<file path="src/rtl/pc_pkg.sv">
// Shared types for the program counter and its clients.
package pc_pkg;

    // Overflow behaviour on increment: modulo wrap or clamp at all-ones.
    typedef enum logic {
        PC_WRAP = 1'b0,
        PC_SAT  = 1'b1
    } pc_ovf_mode_t;

endpackage

</file>
<file path="src/rtl/inc_n.sv">
// Constant-step incrementer: sum_o = {carry, a_i + STEP}, evaluated in WIDTH+1 bits.
module inc_n #(
    parameter int unsigned WIDTH = 16,
    parameter int unsigned STEP  = 1
) (
    input  logic [WIDTH-1:0] a_i,
    output logic [WIDTH:0]   sum_o
);

    // STEP is truncated to WIDTH+1 bits; the top-level check keeps it below 2**WIDTH.
    localparam logic [WIDTH:0] StepW = (WIDTH+1)'(STEP);

    // Zero-extend the operand so the MSB of the result is the carry out.
    always_comb begin
        sum_o = {1'b0, a_i} + StepW;
    end

endmodule

</file>
<file path="src/rtl/pc_counter.sv">
// Program counter: registered address with reset, stall, load (jump) and constant-step
// increment, plus a one-cycle overflow flag aligned with the value it describes.
module pc_counter
    import pc_pkg::*;
#(
    parameter int unsigned      WIDTH       = 16,
    parameter int unsigned      STEP        = 1,
    parameter logic [WIDTH-1:0] RESET_VALUE = '0,
    parameter pc_ovf_mode_t     OVF_MODE    = PC_WRAP
) (
    input  logic             clk,
    input  logic             rst,
    input  logic             stall,
    input  logic             load,
    input  logic [WIDTH-1:0] load_value,
    input  logic             inc,
    output logic [WIDTH-1:0] out,
    output logic             ovf
);

    // Reject parameter combinations the adder cannot represent.
    if (WIDTH < 2) begin : g_bad_width
        $fatal(1, "pc_counter: WIDTH must be at least 2");
    end
    if (STEP == 0 || (WIDTH < 32 && 64'(STEP) >= (64'd1 << WIDTH))) begin : g_bad_step
        $fatal(1, "pc_counter: STEP must be in 1 .. 2**WIDTH-1");
    end

    logic [WIDTH-1:0] out_q, out_d;
    logic             ovf_q, ovf_d;
    logic [WIDTH:0]   inc_sum;
    logic             carry;

    inc_n #(
        .WIDTH (WIDTH),
        .STEP  (STEP)
    ) u_inc (
        .a_i   (out_q),
        .sum_o (inc_sum)
    );

    assign carry = inc_sum[WIDTH];

    // Priority mux: stall > load > inc > hold; reset is applied in the register.
    always_comb begin
        out_d = out_q;
        ovf_d = 1'b0;
        if (stall) begin
            out_d = out_q;
        end else if (load) begin
            out_d = load_value;
        end else if (inc) begin
            if (OVF_MODE == PC_SAT && carry) begin
                out_d = '1;
            end else begin
                out_d = inc_sum[WIDTH-1:0];
            end
            ovf_d = carry;
        end
    end

    // State register with synchronous reset that overrides every control input.
    always_ff @(posedge clk) begin
        if (rst) begin
            out_q <= RESET_VALUE;
            ovf_q <= 1'b0;
        end else begin
            out_q <= out_d;
            ovf_q <= ovf_d;
        end
    end

    assign out = out_q;
    assign ovf = ovf_q;

endmodule

</file>
<file path="config.mk">
export PLATFORM = sky130hd
export DESIGN_NAME = pc_counter
export DESIGN_NICKNAME = d
export VERILOG_FILES = /design/src/rtl/pc_pkg.sv /design/src/rtl/inc_n.sv /design/src/rtl/pc_counter.sv
export SDC_FILE = /design/constraint.sdc
export NUM_CORES = 1
export LEC_CHECK = 0
export CORE_MARGIN = 5
export CORE_UTILIZATION = 49
export CTS_BUF_LIST = sky130_fd_sc_hd__clkbuf_4
export CTS_CLUSTER_SIZE = 30
export DETAILED_ROUTE_END_ITERATION = 7
export PLACE_DENSITY = 0.95
export SLEW_MARGIN = 20
export SYNTH_ARGS = -nofsm -noshare
export SYNTH_HDL_FRONTEND = slang
export SYNTH_SLANG_ARGS = --single-unit
</file>
<file path="constraint.sdc">
create_clock -name clk -period 3.6 [get_ports clk]
set_clock_uncertainty 0.2 [all_clocks]
set_input_delay 0.36 -clock clk [delete_from_list [all_inputs] [get_ports clk]]
set_output_delay 0.36 -clock clk [all_outputs]
set_load 0.02 [all_outputs]
</file>
Word level (Yosys, flattened, before mapping)
Cells that the tools add are included.
{ "word_totals": {"inputBits": 21, "word_cells": 10, "register_bits": 17} }
{ "op_classes": {"bitwise": 2, "reduce_logical": 3, "add_sub_neg": 1, "mux": 2} }
{ "op_table": {"columns": ["operator", "n"], "rows": [
  ["$mux 16", 2],
  ["$add 16x1->17 const B", 1],
  ["$reduce_or 4->1", 1],
  ["$not 1->1", 2],
  ["$reduce_and 2->1", 1],
  ["$reduce_bool 2->1", 1]
]} }

Depth between registers and ports, before layout
Gate-level depths: netlist of the first run.
{ "logic_depth": {"ltp_word": 3, "depth_mapped": 6, "mapped_depth_nobuf": 5} }

Modules after synthesis
Synthesis of the first run repeated with hierarchy kept, for this count alone.
{ "hier_totals": {"hier_cells": 119, "area_unflattened_um2": 1171.1} }
{ "by_module_without_submodules": {"columns": ["mod", "instances", "area_per_inst_um2", "cells_each"], "rows": [
  ["pc_counter", 1, 848.3, 75],
  ["inc_n", 1, 322.8, 44]
]} }

Least setup slack after synthesis of the first run
No wires, ideal clock.
{ "synth_timing": {"path_kind": "register to register", "start": "reg out_q[0] (netlist: out[0])", "end": "reg out_q[10] (netlist: out[10])", "arrival_time_ns": 1.827, "path_buffers": 0, "required_ns": 3.326, "stages_incl_launch_ff": 6, "path_slack_ns": 1.498, "cell_sequence": "dfxtp_1 ha_1 nand3_1 or3_4 or4_1 a31oi_1"} }
{ "synth_between": {"elab_chain_cells": 3} }
{ "synth_lines": {"columns": ["element", "line_no", "text"], "rows": [
  ["start: declaration", "pc_counter.sv:29", "logic [WIDTH-1:0] out_q, out_d;"],
  ["start signal: assignment", "pc_counter.sv:68", "out_q <= out_d;"],
  ["$add 16x1->17", "inc_n.sv:15", "sum_o = {1'b0, a_i} + StepW;"],
  ["$mux 16", "pc_counter.sv:52", "end else if (inc) begin"],
  ["$mux 16", "pc_counter.sv:50", "end else if (load) begin"]
]} }
Every way passes these cells. The select of a mux whose other input is x is not followed.
A chain may end at the register's enable or synchronous reset.

Worst setup path in the final report of the first run
{ "layout_timing": {"start": "in load", "end": "reg out_q[7] (netlist: out[7])"} }
{ "layout_between": {"elab_chain_cells": 2, "elab_cells_between_ends": 3, "classes_between": "1 x mux; 2 x reduce/logical"} }
{ "layout_lines": {"columns": ["element", "line_no", "text"], "rows": [
  ["start: declaration", "pc_counter.sv:14", "input logic load,"],
  ["$reduce_bool 2->1 (no source line)", null, null],
  ["$reduce_and 2->1 (no source line)", null, null]
]} }
Parallel ways exist; a longest one is shown, timed or not.

==> impl_metrics.tcl, run 1 <==
set metrics [dict create \
    status "finished, final reports clean" \
    finalMaxSlewViolations 0 \
    seq_area_frac_synth_pct 33.4 \
    worst_pin_slew_ns 0.591 \
    io_pins 38 \
    synth.avg_cell_area_sq_um 7.72 \
    htree_levels 1 \
    synth_top_area_share_pct 33.4 \
    combPwrFrac_pct 24.3 \
    crit_chain "clkdlybuf4s50_1, buf_4, nor2b_1, nor2_1, o311ai_0, o31ai_1" \
    grt_antenna_before_repair 0 \
    clockRootBuffer "clkbuf_4" \
    place_congestion 0.894 \
    clk-insertion-delay-late_ns 0.30 \
    clkTransAtPathRegs_ns 0.10 \
    cts_resized 0 \
    hold_viol_final 0 \
    p_sw_share_pct 30.0 \
    crit_slowest_cell "clkdlybuf4s50_1" \
    seqPwrFrac_pct 51.0 \
    fin_crit_sh_pct 62.3 \
    fillerInstances 179 \
    crit_required_ns 3.56 \
    core.rowCount 16 \
    fin_setup_tns_ns 0 \
    cts_setup_buffers 0 \
    layout.nets 191 \
    cts_buffer_depth 2 \
    first_iter_violations 37 \
    synth_cells 132 \
    cts_tree "yes" \
    vias_per_cell 6.23 \
    worstHoldPathType "reg -> reg" \
    crit_path_end_kind "register" \
    drc 0 \
    grt_pass1_vias 1197 \
    dr.pass1.iters 4 \
    wl_per_cell_microns 16.1 \
    fp.dieH_microns 55.6 \
    io_buffers 37 \
    synthTopCellsByCount "19 x nand2_1, 17 x dfxtp_1, 13 x nor2_1, 8 x nand3_1, 6 x clkbuf_1" \
    synth_warnings 0 \
    cell_internal_pwr_mw 0.291 \
    cts_buffers 3 \
    yosysUniqueCellTypes 38 \
    synth_edf_count 0 \
    diodes 0 \
    clock_power_share_pct 24.7 \
    switchingPower_mw 0.125 \
    ant_nets 0 \
    core-area_sq_um 1960 \
    cp.arrival_ns 2.21 \
    ys_top_cells_by_area "dfxtp_1 33%, nand2_1 7.0%, nor2_1 4.8%, nand3_1 3.9%, a31oi_1 3.1%" \
    yosysMostFrequentCell "nand2_1" \
    vdd_drop_max_v 0.000250 \
    max_stage_delay_ns 0.83 \
    grt_setup_unrepaired "false" \
    vias 1215 \
    setup_violations 0 \
    grt_max_degree 19 \
    fmax_ghz 0.446 \
    grt_pass1_wl_microns 5390 \
    period_needed_ns 2.24 \
    drt-total-wl_microns 3150 \
    slew_headroom_pct 60.5 \
    p_leak_nw 0.480 \
    area_growth_pct 40.9 \
    synth_flop_cell "dfxtp_1" \
    final_util_pct 73.2 \
    grt_overflow 0 \
    grt.total_usage_pct 20.8 \
    syn-cell-area_sq_um 1020 \
    die_x_microns 55.6 \
    yosysTopAreaCell "dfxtp_1" \
    critPathMaxFanout 18 \
    maxCapViolCount 0 \
    syn_nets 154 \
    async_flop_share_pct 0 \
    hpwl_microns 2390 \
    crit_type "in -> reg" \
    powerDensity_nw_per_um2 290 \
    cts.sinks 17 \
    dieArea_sq_um 3090 \
    holdBufCountCts 0 \
    drive_gt1_share_pct 5.95 \
    start_util_pct 51.9 \
    crit_path_start_kind "primary input" \
    yosys_register_bits 17 \
]
[power groups by stage]
stage	clock network, mW	logic [mW]	registers (mW)
after floorplan	0	0.0382	0.225
after global placement	0	0.0981	0.215
after detailed placement	0	0.101	0.216
after CTS	0.105	0.101	0.212
after global routing	0.112	0.109	0.214
final	0.103	0.101	0.212
[final cells by class]
type,count,area [sq um],area share [%]
clock buffer,3,22.5,1.57
clock inverter,1,5.00,0.349
inverter,4,15.0,1.05
multi-input combinational,105,641,44.6
sequential,17,340,23.7
tap,27,33.8,2.35
timing repair buffer,38,378,26.3
[path summary, 6_finish.rpt]
| check | from | end | slack [ns] | depth (start not counted) |
|---|---|---|---|---|
| max | load | out[7] | 1.36 | 6 |
| min | out[15] | out[15] | 0.33 | 2 |
| max reg2reg | out[0] | out[10] | 1.37 | 5 |
| min reg2reg | out[15] | out[15] | 0.33 | 2 |
[stage by stage]
stage | area, sq um | cells | power, mW | setup slack (ns) | hold slack [ns]
after floorplan | 1020 | 132 | 0.263 | 1.50 | 0.263
after global placement | 1410 | 191 | 0.313 | 1.15 | 0.294
after detailed placement | 1410 | 191 | 0.317 | 1.07 | 0.306
after CTS | 1440 | 195 | 0.418 | 1.39 | 0.323
after global routing | 1440 | 195 | 0.436 | 1.23 | 0.349
final | 1440 | 195 | 0.416 | 1.36 | 0.329
[metal layers]
metal,vias up,GRT usage [%],wire length [microns]
met4,0,6.94,32
met5,-,0,0
met3,3,5.57,226
li1,576,-,-
met1,568,24.3,1300
met2,68,36.5,1590
[state kept, by name (all words and copies together) (netlist names)]
register	count
out	16
ovf	1
[layout by cell type, fill, tap and decap left out, types with 2 or more instances in the layout]
cell type / n
clkdlybuf4s50_1: 37
nand2_1: 19
dfxtp_1: 17
nor2_1: 13
nand3_1: 8
o21ai_0: 5
a31oi_1: 5
a21oi_1: 5
inv_1: 4
nand4_1: 4
nor4_1: 4
o31ai_1: 4
mux2i_1: 3
a32o_1: 3
clkbuf_4: 3
nor2b_1: 2
a22oi_1: 2
nand2b_1: 2
a22o_1: 2
o41ai_1: 2
nor3_1: 2
o311ai_0: 2
a211oi_1: 2
[critical path, delay by kind of cell]
kind                   cells  cell delay [ns]
AOI/OAI and AO/OA          2             0.26
buffers and inverters      2             1.15
and+or+nand+nor            2             0.42
[cells by family (layout without fill, tap and decap cells)]
| kind of cell | after synthesis | in the layout | synth area share, % |
|---|---|---|---|
| buffers and inverters | 10 | 46 | 3.68 |
| and+or+nand+nor | 61 | 61 | 30.0 |
| muxes | 3 | 3 | 2.95 |
| DFF | 17 | 17 | 33.4 |
| AOI/OAI and AO/OA | 40 | 40 | 28.7 |
| adders and majority gates | 1 | 1 | 1.23 |
Power figures use the tool's default switching activity.
==> run 2: changes to the inputs <==
--- a/config.mk
+++ b/config.mk
@@ -6,11 +6,11 @@
 export NUM_CORES = 1
 export LEC_CHECK = 0
 export CORE_MARGIN = 5
-export CORE_UTILIZATION = 49
+export CORE_UTILIZATION = 41
 export CTS_BUF_LIST = sky130_fd_sc_hd__clkbuf_4
 export CTS_CLUSTER_SIZE = 30
 export DETAILED_ROUTE_END_ITERATION = 7
-export PLACE_DENSITY = 0.95
+export PLACE_DENSITY = 0.89
 export SLEW_MARGIN = 20
 export SYNTH_ARGS = -nofsm -noshare
 export SYNTH_HDL_FRONTEND = slang
==> constraint.sdc (replaced) <==
create_clock -name clk -period 2 [get_ports clk]
set_clock_uncertainty 0.2 [all_clocks]
set_input_delay 0.2 -clock clk [delete_from_list [all_inputs] [get_ports clk]]
set_output_delay 0.2 -clock clk [all_outputs]
set_load 0.02 [all_outputs]
==> run 2 against run 1 <==
Effect of this change:
- routed wire length grew 1.1%
- count of clock-buffer cells in the layout is the same
- register-to-register slack lost 1.3 ns
- largest cell class unchanged
- combinational power grew 110%
- non-clock buffer count grew 15
- core utilization shrank 8.6 points
- sequential cell count is the same
- critical path depth shrank 2
- cell count grew 9.2%
- worst hold slack lost 0.068 ns
==> impl_metrics.tcl, run 2 (synthesis gave the netlist of run 1 again) <==
set metrics [dict create \
    worstHoldPathType "in -> reg" \
    clkTransAtPathRegs_ns 0.11 \
    period_needed_ns 1.91 \
    dp_cells 209 \
    start_util_pct 41.9 \
    layout.nets 206 \
    fmax_ghz 0.523 \
    layout_common_cells "37 x clkdlybuf4s50_1, 19 x nand2_1, 15 x dfxtp_1, 15 x buf_4, 13 x nor2_1" \
    hold_viol_final 0 \
    combPwrFrac_pct 27.3 \
    crit_path_end_kind "register" \
    max_stage_delay_ns 0.48 \
    area_growth_pct 54.1 \
    clk-insertion-delay-late_ns 0.30 \
    grt_antenna_before_repair 0 \
    cts_buffers 3 \
    crit_path_start_kind "register" \
    diodes 0 \
    worst_pin_slew_ns 0.496 \
    dieArea_sq_um 3580 \
    dpl_cell_area_sq_um 1540 \
    cts.sinks 17 \
    io_buffers 37 \
    clockRootBuffer "clkbuf_4" \
    core-area_sq_um 2430 \
    first_iter_violations 25 \
    cts_tree "yes" \
    vias_per_cell 5.70 \
    grt_pass1_wl_microns 5250 \
    cell_internal_pwr_mw 0.546 \
    cp.arrival_ns 1.91 \
    p_sw_share_pct 30.4 \
    drive_gt1_share_pct 15.3 \
    grt_setup_unrepaired "true" \
    fin_ws_ns 0.0892 \
    place_congestion 0.819 \
    seqPwrFrac_pct 48.1 \
    drt-total-wl_microns 3180 \
    finalMaxSlewViolations 0 \
    powerDensity_nw_per_um2 500 \
    crit_slowest_cell "dfxtp_1" \
    hpwl_microns 2490 \
    core.rowCount 18 \
    largest_register_ffs 16 \
    vdd_drop_max_v 0.000337 \
    crit_chain "nand4_1, nor4_1, mux2i_1, a31oi_1" \
    p_leak_nw 0.556 \
    drc 0 \
    final_util_pct 64.5 \
    dp_slack_ns 0.0466 \
    dr.pass1.iters 6 \
    slew_headroom_pct 66.9 \
    die_x_microns 59.8 \
    switchingPower_mw 0.238 \
    grt_max_degree 16 \
    grt_pass1_vias 1205 \
    crit_type "reg -> reg" \
    crit_buf_inv 0 \
    critPathMaxFanout 8 \
    io_pins 38 \
    setup_violations 0 \
    maxCapViolCount 0 \
    htree_levels 1 \
    cts_buffer_depth 2 \
    clock_power_share_pct 24.6 \
    ant_nets 0 \
    cpLargestDelayFamily "simple AND/OR/NAND/NOR gates" \
    wl_per_cell_microns 14.9 \
    fp.dieH_microns 59.8 \
    fin_area_sq_um 1570 \
    status "finished, final reports clean" \
    fin_crit_sh_pct 95.5 \
    grt.total_usage_pct 18.8 \
    final_common_cell "clkdlybuf4s50_1" \
    crit_required_ns 2.00 \
    layout.cells.non_filler 213 \
    grt_overflow 0 \
    vias 1215 \
    fin_setup_tns_ns 0 \
]
run 2: power groups by stage:
stage / Sequential [mW] / Combinational [mW] / Clock [mW]
final: 0.377 / 0.214 / 0.193
after global routing: 0.380 / 0.230 / 0.210
after CTS: 0.377 / 0.214 / 0.201
after detailed placement: 0.384 / 0.213 / 0
after global placement: 0.383 / 0.208 / 0
after floorplan: 0.405 / 0.0688 / 0
run 2: stage by stage:
stage                     hold WS [ns]  total power, mW
after floorplan                  0.103            0.474
after global placement           0.284            0.590
after detailed placement         0.292            0.597
after CTS                        0.258            0.792
after global routing             0.283            0.821
final                            0.260            0.784
run 2: layer usage:
metal	vias to the layer above	wire length (microns)	GRT usage (%)
met4	0	28	4.75
met1	573	1370	22.6
li1	607	-	-
met2	33	1590	34.1
met5	-	0	0
met3	2	186	3.46
run 2: final cells by class:
class / count / area, sq um
repair buffers: 53 / 503
clock inverters: 1 / 5.00
multi-input cells: 105 / 643
clock buffers: 3 / 22.5
inverters: 4 / 15.0
fillers: 230 / 863
flip-flops and latches: 17 / 343
well taps: 30 / 37.5
run 2: what timing repair did:
| item | CTS | global route |
|---|---|---|
| resized for setup | 0 | 2 |
| buffers inserted | 0 | 0 |
| hold buffers | 0 | 0 |
| endpoints found under the setup margin | 0 | 3 |
run 2: path summary, 6_finish.rpt:
check / start / to / slack (ns) / cells after the start
max: out[2] / out[15] / 0.09 / 4
min: load_value[9] / out[9] / 0.26 / 3
max reg2reg: out[2] / out[15] / 0.09 / 4
min reg2reg: out[15] / out[15] / 0.31 / 2
run 2: tightest hold or removal path: cells and delay by family:
kind,cells,cell delay [ns]
buffers and inverters,1,0.40
AND/OR/NAND/NOR,1,0.06
AO/OA/AOI/OAI,1,0.06
==> run 3: changes to the inputs <==
--- a/config.mk
+++ b/config.mk
@@ -6,7 +6,7 @@
 export NUM_CORES = 1
 export LEC_CHECK = 0
 export CORE_MARGIN = 5
-export CORE_UTILIZATION = 41
+export CORE_UTILIZATION = 43
 export CTS_BUF_LIST = sky130_fd_sc_hd__clkbuf_4
 export CTS_CLUSTER_SIZE = 30
 export DETAILED_ROUTE_END_ITERATION = 7
@@ -14,4 +14,5 @@
 export SLEW_MARGIN = 20
 export SYNTH_ARGS = -nofsm -noshare
 export SYNTH_HDL_FRONTEND = slang
+export SYNTH_HIERARCHICAL = 1
 export SYNTH_SLANG_ARGS = --single-unit
==> run 3 against run 2 <==
Effect of this change:
- routed wire length is 9.3% lower
- sequential power is 5.3% higher
- setup slack better by 0.014 ns
- cell count is 10% lower
- design area is 2.2% higher
- first-iteration DRC count is 8.0% higher
- worst hold slack better by 0.098 ns
- total power is 11% higher
- sequential cell count stayed put
- count of clock-buffer cells in the layout stayed put
- critical path type is now reg -> out
- critical endpoint is now out[3]
- largest cell class unchanged
==> impl_metrics.tcl, run 3 <==
set metrics [dict create \
    yosysUniqueCellTypes 23 \
    hpwl_microns 2150 \
    syn-cell-area_sq_um 1170 \
    dpl_cell_area_sq_um 1580 \
    cts_resized 0 \
    dr.max_layer_used "met4" \
    yosys_register_bits 17 \
    cts_buffer_depth 2 \
    first_iter_violations 27 \
    cts_buffers 3 \
    final_util_pct 59.7 \
    cts.sinks 17 \
    grt.total_usage_pct 16.4 \
    cts_tree "yes" \
    wl_met3_microns 109 \
    io_buffers 37 \
    core.rowCount 19 \
    setup_violations 0 \
    grt_max_degree 33 \
    layout.cells.non_filler 191 \
    diodes 0 \
    p_total_mw 0.871 \
    grt_setup_unrepaired "false" \
    wl_per_cell_microns 15.1 \
    fmax_ghz 0.527 \
    period_needed_ns 1.90 \
    maxCapViolCount 0 \
    clk-insertion-delay-late_ns 0.30 \
    synth_cells 119 \
    drt-total-wl_microns 2890 \
    cp.depth 1 \
    layout.nets 183 \
    status "finished, final reports clean" \
    finalMaxSlewViolations 0 \
    cpLargestDelayFamily "buffers and inverters" \
    vias 1026 \
    dr.pass1.iters 4 \
    clkTransAtPathRegs_ns 0.11 \
    synth_flop_cell "dfxtp_1" \
    crit_chain "clkdlybuf4s50_1" \
    crit_slowest_cell "clkdlybuf4s50_1" \
    max_stage_delay_ns 0.68 \
    rrSetupSlack_ns 0.15 \
    vias_per_cell 5.37 \
    htree_levels 1 \
    powerDensity_nw_per_um2 544 \
    yosysTopAreaCell "dfxtp_1" \
    grt_pass1_vias 1110 \
    grt_antenna_before_repair 0 \
    synth.avg_cell_area_sq_um 9.84 \
    synthTopCellsByCount "22 x nor2_1, 17 x dfxtp_1, 16 x a211oi_2, 16 x mux2i_1, 10 x xor2_1" \
    drc 0 \
    critPathMaxFanout 7 \
    crit_path_start_kind "register" \
    dp_cells 187 \
    async_flop_share_pct 0 \
    ant_nets 0 \
    ys_top_cells_by_area "dfxtp_1 29%, a211oi_2 17%, mux2i_1 14%, xor2_1 7.5%, nor2_1 7.1%" \
    holdBufCountCts 0 \
    synth_edf_count 0 \
    crit_type "reg -> out" \
    grt_pass1_wl_microns 5240 \
    clockRootBuffer "clkbuf_4" \
    synth_top_area_share_pct 29.1 \
    seq_area_frac_synth_pct 29.1 \
    route.met2.wl_microns 1460 \
    endpoint "out[3]" \
    crit_required_ns 1.60 \
    slew_headroom_pct 67.5 \
    syn_nets 141 \
    synth_warnings 6 \
    largest_register_ffs 16 \
    p_leak_nw 0.641 \
    cts_setup_buffers 0 \
    core-area_sq_um 2690 \
    worstHoldPathType "in -> reg" \
    final_common_cell "clkdlybuf4s50_1" \
    layout_common_cells "37 x clkdlybuf4s50_1, 22 x nor2_1, 17 x dfxtp_1" \
    start_util_pct 43.6 \
    hold_viol_final 0 \
    fin_setup_tns_ns 0 \
    critical_path.startpoint "out[3]" \
    cp.arrival_ns 1.50 \
    drive_gt1_share_pct 22.5 \
    fin_crit_sh_pct 94.8 \
    area_growth_pct 36.9 \
    vdd_drop_max_v 0.000362 \
    reg2reg_to "out[14]" \
    drt-met1-wl_microns 1260 \
    fp.dieH_microns 62.2 \
    crit_buf_inv 1 \
    io_pins 38 \
    fin_area_sq_um 1600 \
    timing.rr.start "out[1]" \
    grt_overflow 0 \
    yosysMostFrequentCell "nor2_1" \
    worst_pin_slew_ns 0.488 \
    die_x_microns 62.2 \
    rr_worst_depth 6 \
    dieArea_sq_um 3870 \
    place_congestion 0.792 \
    crit_path_end_kind "primary output" \
]
run 3: through the flow:
stage	setup WS, ns	hold slack [ns]
after detailed placement	0.189	0.383
after global placement	0.251	0.352
after CTS	0.101	0.355
after global routing	0.0300	0.361
after floorplan	0.0752	0.185
final	0.103	0.359
run 3: worst min path at each step:
stage,cells past startpoint,slack (ns),end,from
6_report,2,0.36,ovf,inc
5_1_grt,2,0.36,ovf,inc
4_1_cts,2,0.36,ovf,inc
3_5_place_dp,2,0.38,out[12],out[12]
3_3_place_gp,2,0.35,out[15],out[15]
2_1_floorplan,1,0.18,ovf,inc
run 3: cell type report:
type	instances	area (sq um)
inverter	3	11.3
tap	31	38.8
timing repair buffer	44	423
multi-input combinational	92	762
fill	229	1080
sequential	17	340
clock inverter	1	5.00
clock buffer	3	22.5
run 3: power by group:
part | internal (mW) | total (mW) | switching (mW)
Combinational | 0.145 | 0.280 | 0.135
Clock | 0.0746 | 0.194 | 0.120
Sequential | 0.364 | 0.397 | 0.0330
run 3: logic make-up (layout without fill, tap and decap cells):
family | Yosys count | after routing | share of synthesized area (%)
compound gates | 17 | 17 | 18.5
xor+xnor | 14 | 14 | 10.5
fa+ha+maj | 1 | 1 | 1.07
buf+inv | 10 | 51 | 5.87
flops | 17 | 17 | 29.1
mux | 16 | 16 | 13.7
simple gates | 44 | 44 | 21.4
run 3: metal layers:
| layer | global-route usage, % | up-vias |
|---|---|---|
| li1 | - | 509 |
| met1 | 19.3 | 485 |
| met2 | 28.5 | 27 |
| met3 | 2.88 | 5 |
| met4 | 7.32 | 0 |
| met5 | 0 | - |
